**config.mk**
```make
export PLATFORM = sky130hd
export DESIGN_NAME = jtframe_ps2_cmd
export DESIGN_NICKNAME = d
export VERILOG_FILES = /design/src/rtl/jtframe_ps2_cmd.sv
export SDC_FILE = /design/constraint.sdc
export NUM_CORES = 1
export LEC_CHECK = 0
export BUFFER_PORTS_ARGS = -buffer_cell sky130_fd_sc_hd__buf_2
export CAP_MARGIN = 20
export CORE_MARGIN = 2
export CORE_UTILIZATION = 63
export DETAILED_ROUTE_END_ITERATION = 12
export PLACE_DENSITY = 0.91
export SYNTH_ARGS = -nofsm -noshare
export SYNTH_HDL_FRONTEND = slang
export SYNTH_SLANG_ARGS = --single-unit
```
**constraint.sdc**
```tcl
create_clock -name clk -period 7.1 [get_ports clk]
set_input_delay 0.71 -clock clk [delete_from_list [all_inputs] [get_ports clk]]
set_output_delay 0.71 -clock clk [all_outputs]
set_load 0.02 [all_outputs]
```
**src/rtl/jtframe_ps2_cmd.sv**
```systemverilog
// PS/2 host-to-keyboard command sequencer: sends a command byte plus an optional argument,
// waits for the keyboard's ack/response, and retries on 0xFE or timeout.
module jtframe_ps2_cmd #(
    parameter int INHIBIT_CYC = 4800,
    parameter int TIMEOUT_CYC = 96000,
    parameter int MAX_RETRY   = 3
) (
    input  logic       clk,
    input  logic       rst_n,
    input  logic       ps2_clk_in,
    input  logic       ps2_data_in,
    output logic       ps2_clk_oe,
    output logic       ps2_data_oe,
    input  logic [7:0] rx_byte,
    input  logic       rx_valid,
    output logic       rx_fwd_valid,
    input  logic       cmd_req,
    input  logic [7:0] cmd_byte,
    input  logic       cmd_has_arg,
    input  logic [7:0] cmd_arg,
    output logic       cmd_busy,
    output logic       cmd_done,
    output logic       cmd_err
);

    localparam int CNT_MAX = (INHIBIT_CYC > TIMEOUT_CYC) ? INHIBIT_CYC : TIMEOUT_CYC;
    localparam int CNT_W   = $clog2(CNT_MAX + 1);
    localparam int RTY_W   = $clog2(MAX_RETRY + 2);
    localparam logic [CNT_W-1:0] INH_LAST = CNT_W'(INHIBIT_CYC - 1);
    localparam logic [CNT_W-1:0] TMO_LAST = CNT_W'(TIMEOUT_CYC - 1);
    localparam logic [RTY_W-1:0] RTY_MAX  = RTY_W'(MAX_RETRY);

    typedef enum logic [2:0] {
        S_IDLE,
        S_INHIBIT,
        S_SEND,
        S_ACKBIT,
        S_WAIT_RESP,
        S_DONE,
        S_ERR
    } state_t;

    state_t           state_q, state_d;
    logic [CNT_W-1:0] cnt_q, cnt_d;
    logic [3:0]       bit_q, bit_d;
    logic [RTY_W-1:0] retry_q, retry_d;
    logic [7:0]       cmd_byte_q, cmd_byte_d;
    logic [7:0]       cmd_arg_q, cmd_arg_d;
    logic             has_arg_q, has_arg_d;
    logic             arg_sel_q, arg_sel_d;
    logic             clk_oe_q, clk_oe_d;
    logic             data_oe_q, data_oe_d;
    logic             busy_q, busy_d;
    logic             done_q, done_d;
    logic             err_q, err_d;

    logic [1:0]       clk_sync_q;
    logic [1:0]       data_sync_q;
    logic             clk_last_q;

    logic             dev_fall;
    logic             timeout;
    logic             do_retry;
    logic [7:0]       cur_byte;
    logic [15:0]      frame;

    assign dev_fall = clk_last_q & ~clk_sync_q[1];
    assign timeout  = (cnt_q == TMO_LAST);
    assign cur_byte = arg_sel_q ? cmd_arg_q : cmd_byte_q;
    // Index 0 is the start bit; upper padding keeps a 4-bit index in range
    assign frame    = {5'h1F, 1'b1, ~^cur_byte, cur_byte, 1'b0};

    // Synchronisers idle high so release from reset never looks like a clock edge
    always_ff @(posedge clk or negedge rst_n) begin
        if (!rst_n) begin
            clk_sync_q  <= 2'b11;
            data_sync_q <= 2'b11;
            clk_last_q  <= 1'b1;
        end else begin
            clk_sync_q  <= {clk_sync_q[0], ps2_clk_in};
            data_sync_q <= {data_sync_q[0], ps2_data_in};
            clk_last_q  <= clk_sync_q[1];
        end
    end

    always_ff @(posedge clk or negedge rst_n) begin
        if (!rst_n) begin
            state_q    <= S_IDLE;
            cnt_q      <= '0;
            bit_q      <= '0;
            retry_q    <= '0;
            cmd_byte_q <= '0;
            cmd_arg_q  <= '0;
            has_arg_q  <= 1'b0;
            arg_sel_q  <= 1'b0;
            clk_oe_q   <= 1'b0;
            data_oe_q  <= 1'b0;
            busy_q     <= 1'b0;
            done_q     <= 1'b0;
            err_q      <= 1'b0;
        end else begin
            state_q    <= state_d;
            cnt_q      <= cnt_d;
            bit_q      <= bit_d;
            retry_q    <= retry_d;
            cmd_byte_q <= cmd_byte_d;
            cmd_arg_q  <= cmd_arg_d;
            has_arg_q  <= has_arg_d;
            arg_sel_q  <= arg_sel_d;
            clk_oe_q   <= clk_oe_d;
            data_oe_q  <= data_oe_d;
            busy_q     <= busy_d;
            done_q     <= done_d;
            err_q      <= err_d;
        end
    end

    always_comb begin
        state_d    = state_q;
        cnt_d      = cnt_q;
        bit_d      = bit_q;
        retry_d    = retry_q;
        cmd_byte_d = cmd_byte_q;
        cmd_arg_d  = cmd_arg_q;
        has_arg_d  = has_arg_q;
        arg_sel_d  = arg_sel_q;
        do_retry   = 1'b0;

        case (state_q)
            S_IDLE: begin
                if (cmd_req) begin
                    cmd_byte_d = cmd_byte;
                    cmd_arg_d  = cmd_arg;
                    has_arg_d  = cmd_has_arg;
                    arg_sel_d  = 1'b0;
                    retry_d    = '0;
                    cnt_d      = '0;
                    state_d    = S_INHIBIT;
                end
            end
            S_INHIBIT: begin
                if (cnt_q == INH_LAST) begin
                    cnt_d   = '0;
                    bit_d   = '0;
                    state_d = S_SEND;
                end else begin
                    cnt_d = cnt_q + 1'b1;
                end
            end
            S_SEND: begin
                if (dev_fall) begin
                    cnt_d = '0;
                    if (bit_q == 4'd9) begin
                        state_d = S_ACKBIT;
                    end else begin
                        bit_d = bit_q + 4'd1;
                    end
                end else if (timeout) begin
                    do_retry = 1'b1;
                end else begin
                    cnt_d = cnt_q + 1'b1;
                end
            end
            S_ACKBIT: begin
                if (dev_fall) begin
                    cnt_d = '0;
                    if (!data_sync_q[1]) begin
                        state_d = S_WAIT_RESP;
                    end else begin
                        do_retry = 1'b1;
                    end
                end else if (timeout) begin
                    do_retry = 1'b1;
                end else begin
                    cnt_d = cnt_q + 1'b1;
                end
            end
            S_WAIT_RESP: begin
                if (rx_valid && rx_byte == 8'hFA) begin
                    retry_d = '0;
                    cnt_d   = '0;
                    if (!arg_sel_q && has_arg_q) begin
                        arg_sel_d = 1'b1;
                        state_d   = S_INHIBIT;
                    end else begin
                        state_d = S_DONE;
                    end
                end else if (rx_valid && rx_byte == 8'hFE) begin
                    do_retry = 1'b1;
                end else if (timeout) begin
                    do_retry = 1'b1;
                end else begin
                    cnt_d = cnt_q + 1'b1;
                end
            end
            S_DONE:  state_d = S_IDLE;
            S_ERR:   state_d = S_IDLE;
            default: state_d = S_IDLE;
        endcase

        // A retry resends only the byte in progress; arg_sel_q is left untouched
        if (do_retry) begin
            cnt_d = '0;
            if (retry_q == RTY_MAX) begin
                state_d = S_ERR;
            end else begin
                retry_d = retry_q + 1'b1;
                state_d = S_INHIBIT;
            end
        end

        // Outputs are registered from the next state so they line up with state_q
        clk_oe_d  = (state_d == S_INHIBIT);
        data_oe_d = ((state_d == S_INHIBIT) && (cnt_d == INH_LAST)) ||
                    ((state_d == S_SEND) && !frame[bit_d]);
        busy_d    = (state_d == S_INHIBIT) || (state_d == S_SEND) ||
                    (state_d == S_ACKBIT)  || (state_d == S_WAIT_RESP);
        done_d    = (state_d == S_DONE);
        err_d     = (state_d == S_ERR);
    end

    always_comb begin
        rx_fwd_valid = 1'b0;
        case (state_q)
            S_INHIBIT, S_SEND, S_ACKBIT: rx_fwd_valid = 1'b0;
            S_WAIT_RESP: rx_fwd_valid = rx_valid && (rx_byte != 8'hFA) && (rx_byte != 8'hFE);
            default:     rx_fwd_valid = rx_valid;
        endcase
    end

    assign ps2_clk_oe  = clk_oe_q;
    assign ps2_data_oe = data_oe_q;
    assign cmd_busy    = busy_q;
    assign cmd_done    = done_q;
    assign cmd_err     = err_q;

endmodule

```
==> flow_summary_export.csv <==
group,metric,value,unit
clock_network,post_cts_resized,0,
synth,synth_top_area_cell,"dfrtp_1",
synth,synth.top_cell.area_share,38.7,%
power_and_ir_drop,powerDensity,252,nW/um^2
route,dr.pass1.iters,6,
floorplanning,die_h,75.6,microns
synth,syn-cell-area,3230,sq um
placement,dp_slack,3.49,ns
global_route,grt_max_degree,56,
timing,tightestPinTransition,0.748,ns
route,drt_iter0_drc,350,
global_route,grt_pass1_wl,12400,microns
route,drc_errors,0,
synth,synth_cell_types,63,
synth,synth_area_leaders,"dfrtp_1 39%, mux2_2 5.9%, nor2_1 4.8%",
critical_path,rrSetupSlack,3.49,ns
global_route,grt.overflow.total,0,
finish,fillers,383,
clock_network,worst_skew_pair.late_latency,0.33,ns
route,viasPerCell,6.35,
clock_network,cts_root_buffer,"clkbuf_8",
critical_path,required,7.30,ns
timing,clock_skew,0.0147,ns
clock_network,clkTransAtPathRegs,0.11,ns
synth,synth_edf_count,0,
worst_hold_path,hp-start,"clk_sync_q[0]$_DFF_PN1_",
finish,seqCellArea,1380,sq um
global_route,grt_usage,28.5,%
synth,synth-seq-cells,55,
placement,port_buffers,36,
critical_path,reg2reg_to,"ps2_data_oe$_DFF_PN0_",
critical_path,cp-end-kind,"flop",
worst_hold_path,holdPathStages,0,
global_route,antenna_found_initial,0,
timing,slew_headroom,50.0,%
clock_network,htree_num_levels,2,
synth,async_reset_ff_share,100,%
finish,final_cells,459,
finish,multiInputGateArea,1750,sq um
placement,dp.cells,451,
floorplanning,start_util,64.5,%
timing,fin_tns_setup,0,ns
route,ant_nets,0,
critical_path,path_class,"flop to flop",
timing,fin_crit_sh,50.8,%
route,totalWireLength,7440,microns
route,wire_per_inst,16.2,microns
power_and_ir_drop,finalPower,900,uW
synth,yosysWarnings,0,
critical_path,reg2reg_from,"cnt_q[0]$_DFF_PN0_",
finish,drive_gt1_share,20.8,%
finish,fin_util,71.4,%
floorplanning,die-area,5710,sq um
clock_network,numCtsBuffers,5,
critical_path,critPathLaunchType,"flop",
power_and_ir_drop,leakagePower,1.53,nW
synth,synthTopCellsByCount,"50 x dfrtp_1, 41 x nor2_1, 31 x nand2_1, 24 x a21oi_1, 17 x mux2_2",
finish,fin_nets,423,
critical_path,cp_max_fo,9,
clock_network,post-cts-setup-buffer-count,0,
power_and_ir_drop,max-vdd-ir-drop,0.214,mV
timing,hold_viol_final,0,
placement,place_hpwl,5340,microns
floorplanning,rows,26,
route,vias,2916,
clock_network,cts_hold_buf,0,
worst_hold_path,hp-class,"flop to flop",
floorplanning,die_w,75.6,microns
synth,ys_seq_area_share,42.8,%
clock_network,cts_tree,"done",
timing,fmax,277,MHz
timing,finalWorstSetupSlack,3.49,ns
synth,synthFlopType,"dfrtp_1",
finish,syn2layout_area_growth,10.7,%
clock_network,clock_sinks,55,
synth,synth_fp_nets,389,
synth,syn_inst,354,
synth,avgSynthCellArea,9.12,sq um
timing,period_needed,3.61,ns
floorplanning,fp.coreArea,5010,sq um
timing,grt_setup_unrepaired,"no",
synth,yosysMostFrequentCell,"dfrtp_1",
floorplanning,io_pins,37,
flow_run,maxCapViolations,0,
timing,setup-violations-final,0,
global_route,grt_pass1_vias,2716,
run_status,run_status,"finished, final reports clean",
worst_hold_path,hold_path_end,"clk_sync_q[1]$_DFF_PN1_",
placement,place_congestion,0.922,
finish,antenna_cells,0,
critical_path,rr_worst_depth,10,
critical_path,cp.arrival,3.81,ns
clock_network,clock_path_buffers,2,
timing,maxSlewViolCount,0,
-- worst max-delay path: stages, from the launching register on --
cell and delay, ns:
dfrtp_1 0.47, ha_1 0.30, nand4_1 0.35, nor4_1 0.38, a21oi_1 0.21, nor2_1 0.52
mux2_2 0.41, a311oi_1 0.24, o32ai_1 0.14, o2111ai_1 0.33, o31ai_2 0.12
-- placed cells by master (no fill, tap or decap), types with 6 or more instances in the layout --
master    instances
dfrtp_1          50
xnor2_1           6
nand2_1          31
mux2i_1           6
nand2b_1          7
a21oi_1          24
o21ai_1           9
nor2_1           41
o21ai_0          12
buf_2            36
nor3_1           12
mux2_2           17
inv_1            14
nand3_1          15
-- per-stage QoR --
| stage | area, sq um | hold WS, ns |
|---|---|---|
| final | 3580 | 0.363 |
| after global routing | 3580 | 0.366 |
| after CTS | 3580 | 0.364 |
| after detailed placement | 3470 | 0.348 |
| after global placement | 3470 | 0.346 |
| after floorplan | 3230 | 0.345 |
-- worst max-delay path by stage --
stage	cells after the start	from	to
floorplan	9	rx_byte[0]	ps2_data_oe$_DFF_PN0_
global placement	10	rx_byte[0]	ps2_data_oe$_DFF_PN0_
detailed placement	10	rx_byte[0]	ps2_data_oe$_DFF_PN0_
CTS	10	cnt_q[0]$_DFF_PN0_	ps2_data_oe$_DFF_PN0_
global route	10	cnt_q[0]$_DFF_PN0_	ps2_data_oe$_DFF_PN0_
finish	10	cnt_q[0]$_DFF_PN0_	ps2_data_oe$_DFF_PN0_
-- registers in the layout (all words and copies together), names as in the netlist, 2 cells and up --
register and cells:
clk_sync_q 2, bit_q 4, cnt_q 17, cmd_byte_q 8, retry_q 3, cmd_arg_q 8
data_sync_q 2, state_q 3
-- area by class of cell --
cell class / count / share of cell area, %
inverters: 15 / 1.57
flip-flops and latches: 55 / 38.7
clock inverters: 3 / 0.945
multi-input cells: 273 / 49.0
repair buffers: 38 / 5.46
well taps: 70 / 2.45
clock buffers: 5 / 1.92
-- logic make-up after synthesis --
kind of cell	count (synthesis)	share of synthesized area (%)
buffers and inverters	26	3.14
and+or+nand+nor	150	23.9
muxes	24	8.14
xor gates and xnor gates	11	2.98
AOI/OAI and AO/OA	84	17.4
DFF	55	42.8
adders and majority gates	4	1.55
-- report_power, final --
| part | internal, mW | switching, mW |
|---|---|---|
| Combinational | 0.135 | 0.124 |
| Sequential | 0.373 | 0.0751 |
| Clock | 0.0752 | 0.117 |
-- metal layers --
layer	up-vias	share of wire, %	GRT usage, %
li1	1337	-	-
met1	1392	43	39.1
met2	164	46	44.7
met3	23	8.1	5.56
met4	0	2.7	11.5
met5	-	0	0
Note: power is estimated with default switching activity, not from simulation.
